<file path="src/rtl/display_arbiter.sv">
`default_nettype none
// ============================================================================
// Module   : display_arbiter
// Purpose  : Round-robin owner of the 8-digit display writer with a minimum
//            on-screen hold time per owner and live payload tracking.
// Revision : 1.0
// ============================================================================
module display_arbiter #(
    parameter int HOLD_CYCLES = 50000000,
    parameter int CNT_W       = 26
) (
    input  logic         clk,
    input  logic         reset,
    input  logic [3:0]   req,
    input  logic [127:0] payload,
    output logic [3:0]   ack,
    output logic [7:0]   reg0,
    output logic [7:0]   reg1,
    output logic [15:0]  reg2,
    output logic [1:0]   owner,
    output logic         owner_valid
);

    typedef enum logic [1:0] {
        IDLE = 2'd0,
        LOAD = 2'd1,
        HOLD = 2'd2
    } state_t;

    localparam logic [CNT_W-1:0] c_hold_max = CNT_W'(HOLD_CYCLES - 1);

    state_t           r_state, w_state_next;
    logic [1:0]       r_grant, w_grant_next;
    logic [1:0]       r_last, w_last_next;
    logic [CNT_W-1:0] r_cnt, w_cnt_next;
    logic [31:0]      r_disp, w_disp_next;
    logic [3:0]       r_ack, w_ack_next;
    logic [1:0]       r_owner, w_owner_next;
    logic             r_valid, w_valid_next;

    logic [31:0] w_slot [4];
    logic [3:0]  w_others;
    logic [1:0]  w_pick_idle;
    logic [1:0]  w_pick_hold;
    logic        w_hold_done;

    genvar gi;
    generate
        for (gi = 0; gi < 4; gi++) begin : g_slot
            assign w_slot[gi] = payload[32*gi +: 32];
        end
    endgenerate

    // First set bit in the order base+1, base+2, base+3, base (mod 4).
    function automatic logic [1:0] rr_pick(input logic [3:0] r, input logic [1:0] base);
        logic [1:0] idx;
        rr_pick = base;
        for (int i = 4; i >= 1; i--) begin
            idx = base + 2'(i);
            if (r[idx]) rr_pick = idx;
        end
    endfunction

    assign w_others    = req & ~(4'b0001 << r_owner);
    assign w_pick_idle = rr_pick(req, r_last);
    assign w_pick_hold = rr_pick(w_others, r_last);
    assign w_hold_done = (r_cnt == c_hold_max);

    always_comb begin
        w_state_next = r_state;
        w_grant_next = r_grant;
        w_last_next  = r_last;
        w_cnt_next   = r_cnt;
        w_disp_next  = r_disp;
        w_ack_next   = 4'b0000;
        w_owner_next = r_owner;
        w_valid_next = r_valid;
        case (r_state)
            IDLE: begin
                if (|req) begin
                    w_grant_next = w_pick_idle;
                    w_last_next  = w_pick_idle;
                    w_state_next = LOAD;
                end
            end
            LOAD: begin
                w_disp_next  = w_slot[r_grant];
                w_ack_next   = 4'b0001 << r_grant;
                w_owner_next = r_grant;
                w_valid_next = 1'b1;
                w_cnt_next   = '0;
                w_state_next = HOLD;
            end
            HOLD: begin
                if (!w_hold_done) w_cnt_next = r_cnt + CNT_W'(1);
                if (req[r_owner]) w_disp_next = w_slot[r_owner];
                // Owner is last in the search order, so any competitor wins.
                if (w_hold_done) begin
                    if (|w_others) begin
                        w_grant_next = w_pick_hold;
                        w_last_next  = w_pick_hold;
                        w_valid_next = 1'b0;
                        w_state_next = LOAD;
                    end else if (!req[r_owner]) begin
                        w_valid_next = 1'b0;
                        w_state_next = IDLE;
                    end
                end
            end
            default: begin
                w_state_next = IDLE;
            end
        endcase
    end

    always_ff @(posedge clk) begin
        if (reset) begin
            r_state <= IDLE;
            r_grant <= 2'd0;
            r_last  <= 2'd3;
            r_cnt   <= '0;
            r_disp  <= 32'd0;
            r_ack   <= 4'b0000;
            r_owner <= 2'd0;
            r_valid <= 1'b0;
        end else begin
            r_state <= w_state_next;
            r_grant <= w_grant_next;
            r_last  <= w_last_next;
            r_cnt   <= w_cnt_next;
            r_disp  <= w_disp_next;
            r_ack   <= w_ack_next;
            r_owner <= w_owner_next;
            r_valid <= w_valid_next;
        end
    end

    assign ack         = r_ack;
    assign reg0        = r_disp[31:24];
    assign reg1        = r_disp[23:16];
    assign reg2        = r_disp[15:0];
    assign owner       = r_owner;
    assign owner_valid = r_valid;

endmodule
`default_nettype wire

</file>
<file path="config.mk">
export PLATFORM = sky130hd
export DESIGN_NAME = display_arbiter
export DESIGN_NICKNAME = d
export VERILOG_FILES = /design/src/rtl/display_arbiter.sv
export SDC_FILE = /design/constraint.sdc
export NUM_CORES = 1
export LEC_CHECK = 0
export ABC_AREA = 1
export CAP_MARGIN = 0
export CORE_ASPECT_RATIO = 0.5
export CORE_MARGIN = 5
export CORE_UTILIZATION = 48
export CTS_CLUSTER_DIAMETER = 30
export DETAILED_ROUTE_END_ITERATION = 16
export GPL_TIMING_DRIVEN = 0
export HOLD_SLACK_MARGIN = 0.02
export PLACE_DENSITY = 0.86
export SLEW_MARGIN = 0
export SYNTH_ARGS = -nofsm -noshare
export SYNTH_HDL_FRONTEND = slang
export SYNTH_SLANG_ARGS = --single-unit
</file>
<file path="constraint.sdc">
create_clock -name clk -period 1.8 [get_ports clk]
set_input_delay 0.36 -clock clk [delete_from_list [all_inputs] [get_ports clk]]
set_output_delay 0.36 -clock clk [all_outputs]
set_load 0.02 [all_outputs]
</file>
### Word level (Yosys, flattened, before mapping)

Cells that the tools add are included.

* $lt $le $gt $ge: 6
* equal/unequal tests: 9
* bitwise operators: 5
* add/subtract/negate cells: 4
* reductions and logical operators: 11
* multiplexer cells: 43
* shifts and indexed selects: 2

Operator list (number)
* $mux 32: 5
* $bmux 32 s2: 2
* $pmux 32 s2: 1
* $pmux 26 s2: 1
* $add 26x1->26 const B: 1
* $eq 26x26->1 const B: 1
* $mux 2: 13
* $mux 26: 1
* $bmux 1 s2: 7
* $lt 2x3->1 const B: 4
* $mux 1: 10
* $ne 2x2->1 const B: 5
* $reduce_or 4->1: 2
* $shl 1x2->4 const A: 2
* $ge 3x3->1 const B: 2
* $not 2->3: 2
* $pmux 2 s3: 1
* $reduce_and 3->1: 2
* $add 2x2->2 const B: 2
* $and 4x4->4: 1
* $not 4->4: 1
* $pmux 2 s2: 1
* $reduce_and 2->1: 2
* $reduce_and 4->1: 1
* 9 further kinds: 10

* bits of input ports: 134
* output and inout port bits: 39
* logic and storage cells: 88
* register bits: 71

### Depth between registers and ports, before layout

* word-level depth: 11
* depth in mapped cells: 13
* gate-level depth less buffers: 12

### Least setup slack after synthesis

No wires, ideal clock.

* path type: register to register
* from: register r_owner[1], in the netlist owner[1]
* to: register r_disp[23]
* path slack: 0.126 ns
* buffers on the path: 2
* stages on the path, launching flop included: 12
* period minus slack after synthesis: 1.674 ns
* data required time: 1.675 ns
* library setup time: 0.125 ns
* data arrival time: 1.549 ns
* path through: dfxtp_1 > buf_2 > inv_1 > nand2_2 > nor2_1 > a21oi_1 > o211ai_1 > nand2_1 > nand2_2 > buf_4 > o21ai_0 > a31oi_1

* cells in the longest elaborated chain, start to end: 6
* elaborated cells on any way between the ends: 10
* classes of those cells: eq/ne (1); mux (7); bitwise (1); reduce/logical (1)

Ends and longest elaborated chain
* start, declared: RTL line 38 `logic [1:0] r_owner, w_owner_next;`
* start signal, assigned: RTL line 133 `r_owner <= w_owner_next;`
* $not 2->3 (implied by the code): RTL line 96 `if (req[r_owner]) w_disp_next = w_slot[r_owner];`
* $bmux 32 s2: RTL line 96
* $mux 32 (implied by the code) (2 in a row): RTL line 96
* $mux 32: RTL line 96
* $pmux 32 s2: RTL line 78 `case (r_state)`
* end signal, assigned: RTL line 131 `r_disp <= w_disp_next;`
* end, declared: RTL line 36 `logic [31:0] r_disp, w_disp_next;`

Parallel ways exist; a longest one is shown, timed or not. The select of a mux whose other input is x is not followed.
A chain may end at the register's enable or synchronous reset.

### Worst setup path after layout

* from: register r_cnt[4]
* to: register r_cnt[20]

* cells in the longest elaborated chain, start to end: 3
* elaborated cells on any way between the ends: 6
* classes of those cells: add/sub (1); eq/ne (2); mux (2); reduce/logical (1)

Ends and longest elaborated chain
* start, declared: RTL line 35 `logic [CNT_W-1:0] r_cnt, w_cnt_next;`
* start signal, assigned: RTL line 130 `r_cnt <= w_cnt_next;`
* $add 26x1->26 or $eq 26x26->1 (tied branches): RTL line 95, 67
* $mux 26 or $ne 2x2->1 (tied branches)
* $pmux 26 s2 or $reduce_and 2->1 (tied branches)

Parallel ways exist; a longest one is shown, timed or not. The select of a mux whose other input is x is not followed.

==> metrics.md <==
| Metric | Value |
|---|---|
| RR Startpoint | r_cnt[4] |
| Synthesized Nets | 1061 |
| Critical path buffer and inverter count | 0 |
| Die height | 85.9 um |
| First-pass GRT wire length | 33300 um |
| H-Tree Depth | 3 |
| Total die area | 13900 um2 |
| Pre-antenna DRT Iters | 6 |
| CP delay by family, top | simple AND/OR/NAND/NOR gates |
| Fin crit share | 1.06 |
| Measured slew at the worst slew-check pin | 734 ps |
| R2R Path End | r_cnt[20] |
| Synthesized instance count | 926 |
| Starting density of the core | 0.498 |
| PnR Total Power | 8.94 mW |
| DRC viols | 0 |
| Worst Skew | 6.49 ps |
| Top cell type by total area after synthesis | dfxtp_1 |
| Row Count | 27 |
| WP depth | 8 |
| Failing checks | setup timing |
| Vias in the first global route | 7032 |
| Die Wd | 162 um |
| Slowest stage delay, CP | 480 ps |
| GRT overflow | 0 |
| Post-layout util | 0.740 |
| R2R Setup Slk | -120 ps |
| CP endpoint kind | flop |
| # diodes | 0 |
| Crit-path max FO | 7 |
| Synth top area share | 0.257 |
| Wire length per cell | 17.5 um |
| Initial antenna violation count | 0 |
| Fillers | 881 |
| Placer Congestion | 0.948 |
| Synthesized area | 5530 um2 |
| F_max | 522 MHz |
| Top cells by count, synth | 172 x nand2_1, 141 x inv_1, 138 x o21ai_0 |
| Total number of vias | 7573 |
| Hold-fix buffers, CTS | 0 |
| Ranking of synthesized cells by area | dfxtp_1 26%, o21ai_0 12%, nand2_1 12% |
| TritonCTS clock tree | yes |
| Relative slew slack | 0.511 |
| Reg clk slew, reported paths | 60 ps |
| Count leader, synth | nand2_1 |
| Dpl hpwl | 15500 um |
| Synth cell types | 37 |
| Required time of the critical path | 2070 ps |
| Clock period minus worst slack | 1920 ps |
| Area Overhead vs Synth | 48.7% |
| Layout cells sized above 1 | 0.121 |
| Final #Nets | 1259 |
| CTS Buf Count | 9 |
| Clk sinks | 71 |
| Flops & latches, synth | 71 |
| DRT antenna net count | 0 |
| Critical Path Sink | r_cnt[20] |
| Final setup viols | 2 |
| Primary FF master, synth | dfxtp_1 |
| Initial drt markers | 1020 |
| CP cell instances | nand2_1, nor3_1, nand2_1, nor3_1, nand2_1, nand2_1, nand4_1, a21oi_2 |
| Core area | 11100 um2 |
| CP arrival | 2180 ps |
| Peak supply drop | 0.000745 V |
| Worst skew pair latency | 340 ps |
| Hold Violations, Final | 0 |
| Crit Path Class | reg -> reg |
| Mean Syn Cell Area | 5.97 um2 |
| Startpoint Class | flop |
| Slew Viols, Final | 0 |
| Crit path setup slack, layout | -115 ps |
| Number of synthesized flops with an enable pin | 0 |
| Pleak | 3.48 nW |
| Largest net degree at the start of global routing | 14 |
| Post-Route Setup TNS | -116 ps |
| Total of max-cap violations | 0 |
| Asr flop ratio synth | 0 |
| Highest-delay cell along the critical path | dfxtp_1 |
| Vias per cell | 5.94 |
| WL final | 22200 um |
| Total track usage | 0.290 |
| RSZ-0062 raised after global routing | true |
| Buffers on Ports | 171 |
| I/O pins | 173 |
| Critical Path Source | r_cnt[4] |
| YS warnings | 0 |
| Reg2Reg Depth | 8 |
| Hold WC Path Type | reg -> reg |
| CP most frequent cell | nand2_1 |
| Clock Tree Root | clkbuf_16 |
| Hold WS | 496 ps |
| PD cells | 1090 nW/um2 |
| Bufs on Longest Clock Path | 2 |
| Register area share after synthesis | 0.257 |
| Status | finished with violations |
worst min-delay path by stage:
stage	start	endpoint	slack (ps)	cells after the start
finish	r_cnt[15]	r_cnt[15]	500	2
global route	r_cnt[22]	r_cnt[22]	520	2
CTS	r_cnt[0]	r_cnt[0]	490	1
detailed placement	r_cnt[0]	r_cnt[0]	490	1
global placement	r_cnt[1]	r_cnt[1]	480	2
floorplan	r_cnt[0]	r_cnt[0]	460	1
routing by layer:
metal  global-route usage  part of all wire  vias up
li1                     -                 -     3547
met1                0.356              0.39     3447
met4                0.123             0.036        0
met5                    0                 0        -
met2                0.500              0.48      496
met3               0.0595             0.094       83
metrics by stage:
| step | setup WS (ps) | instance area (um2) | std cells |
|---|---|---|---|
| finish | -115 | 8220 | 1274 |
| global route | -317 | 8220 | 1274 |
| CTS | 1.39 | 7850 | 1261 |
| detailed placement | -338 | 7420 | 1242 |
| global placement | -311 | 7420 | 1242 |
| floorplan | 126 | 5530 | 926 |
layout by cell type (no fill, tap or decap), types with 14 or more instances in the layout:
cell / Yosys / layout
a21oi_1: 93 / 84
a31oi_1: 33 / 33
clkbuf_1: 39 / 27
clkbuf_2: 0 / 14
clkdlybuf4s50_1: 0 / 170
dfxtp_1: 71 / 59
inv_1: 141 / 138
nand2_1: 172 / 164
nand3_1: 35 / 33
nor2_1: 42 / 35
o21ai_0: 138 / 121
o21ai_1: 8 / 22
o22ai_1: 34 / 33
o2bb2ai_1: 32 / 32
registers in the layout (all words and copies together), names as in the netlist:
register,cells
r_last,2
owner_valid,1
ack,4
r_disp,32
r_grant,2
r_state,2
r_cnt,26
owner,2
power by group:
group,internal [mW],switching [mW],total [mW],leakage (nW)
combinational,1.86,2.98,4.84,2.73
sequential,1.83,0.191,2.02,0.586
clock,1.36,0.730,2.09,0.170
what timing repair did:
action                     in CTS  in global routing
gates resized for setup        19                116
gates cloned                    0                  5
setup buffers                   3                  8
setup endpoints to repair      57                 61
pin swaps                       3                 19
final cells by class:
cell class	instances	area, um2	share of cell area
Buffer	58	313	0.0380
Clock buffer	9	225	0.0274
Clock inverter	7	121	0.0148
Inverter	148	569	0.0692
Multi-Input combinational cell	650	3520	0.429
Sequential cell	71	1450	0.176
Tap cell	145	181	0.0221
Timing Repair Buffer	185	1840	0.223
Timing Repair inverter	1	5.00	0.000609
kinds of logic after synthesis:
family                   synth area share
AO/OA/AOI/OAI                       0.349
XOR/XNOR                          0.00792
adder cells (fa/ha/maj)           0.00226
buffers and inverters               0.147
flip-flops                          0.257
AND/OR/NAND/NOR                     0.237
tightest hold or removal path, cell delays in order, from the launching register on:
cell and delay (ps):
dfxtp_2 340, nand2_1 60, a21oi_1 50
Note: power is estimated with default switching activity, not from simulation.
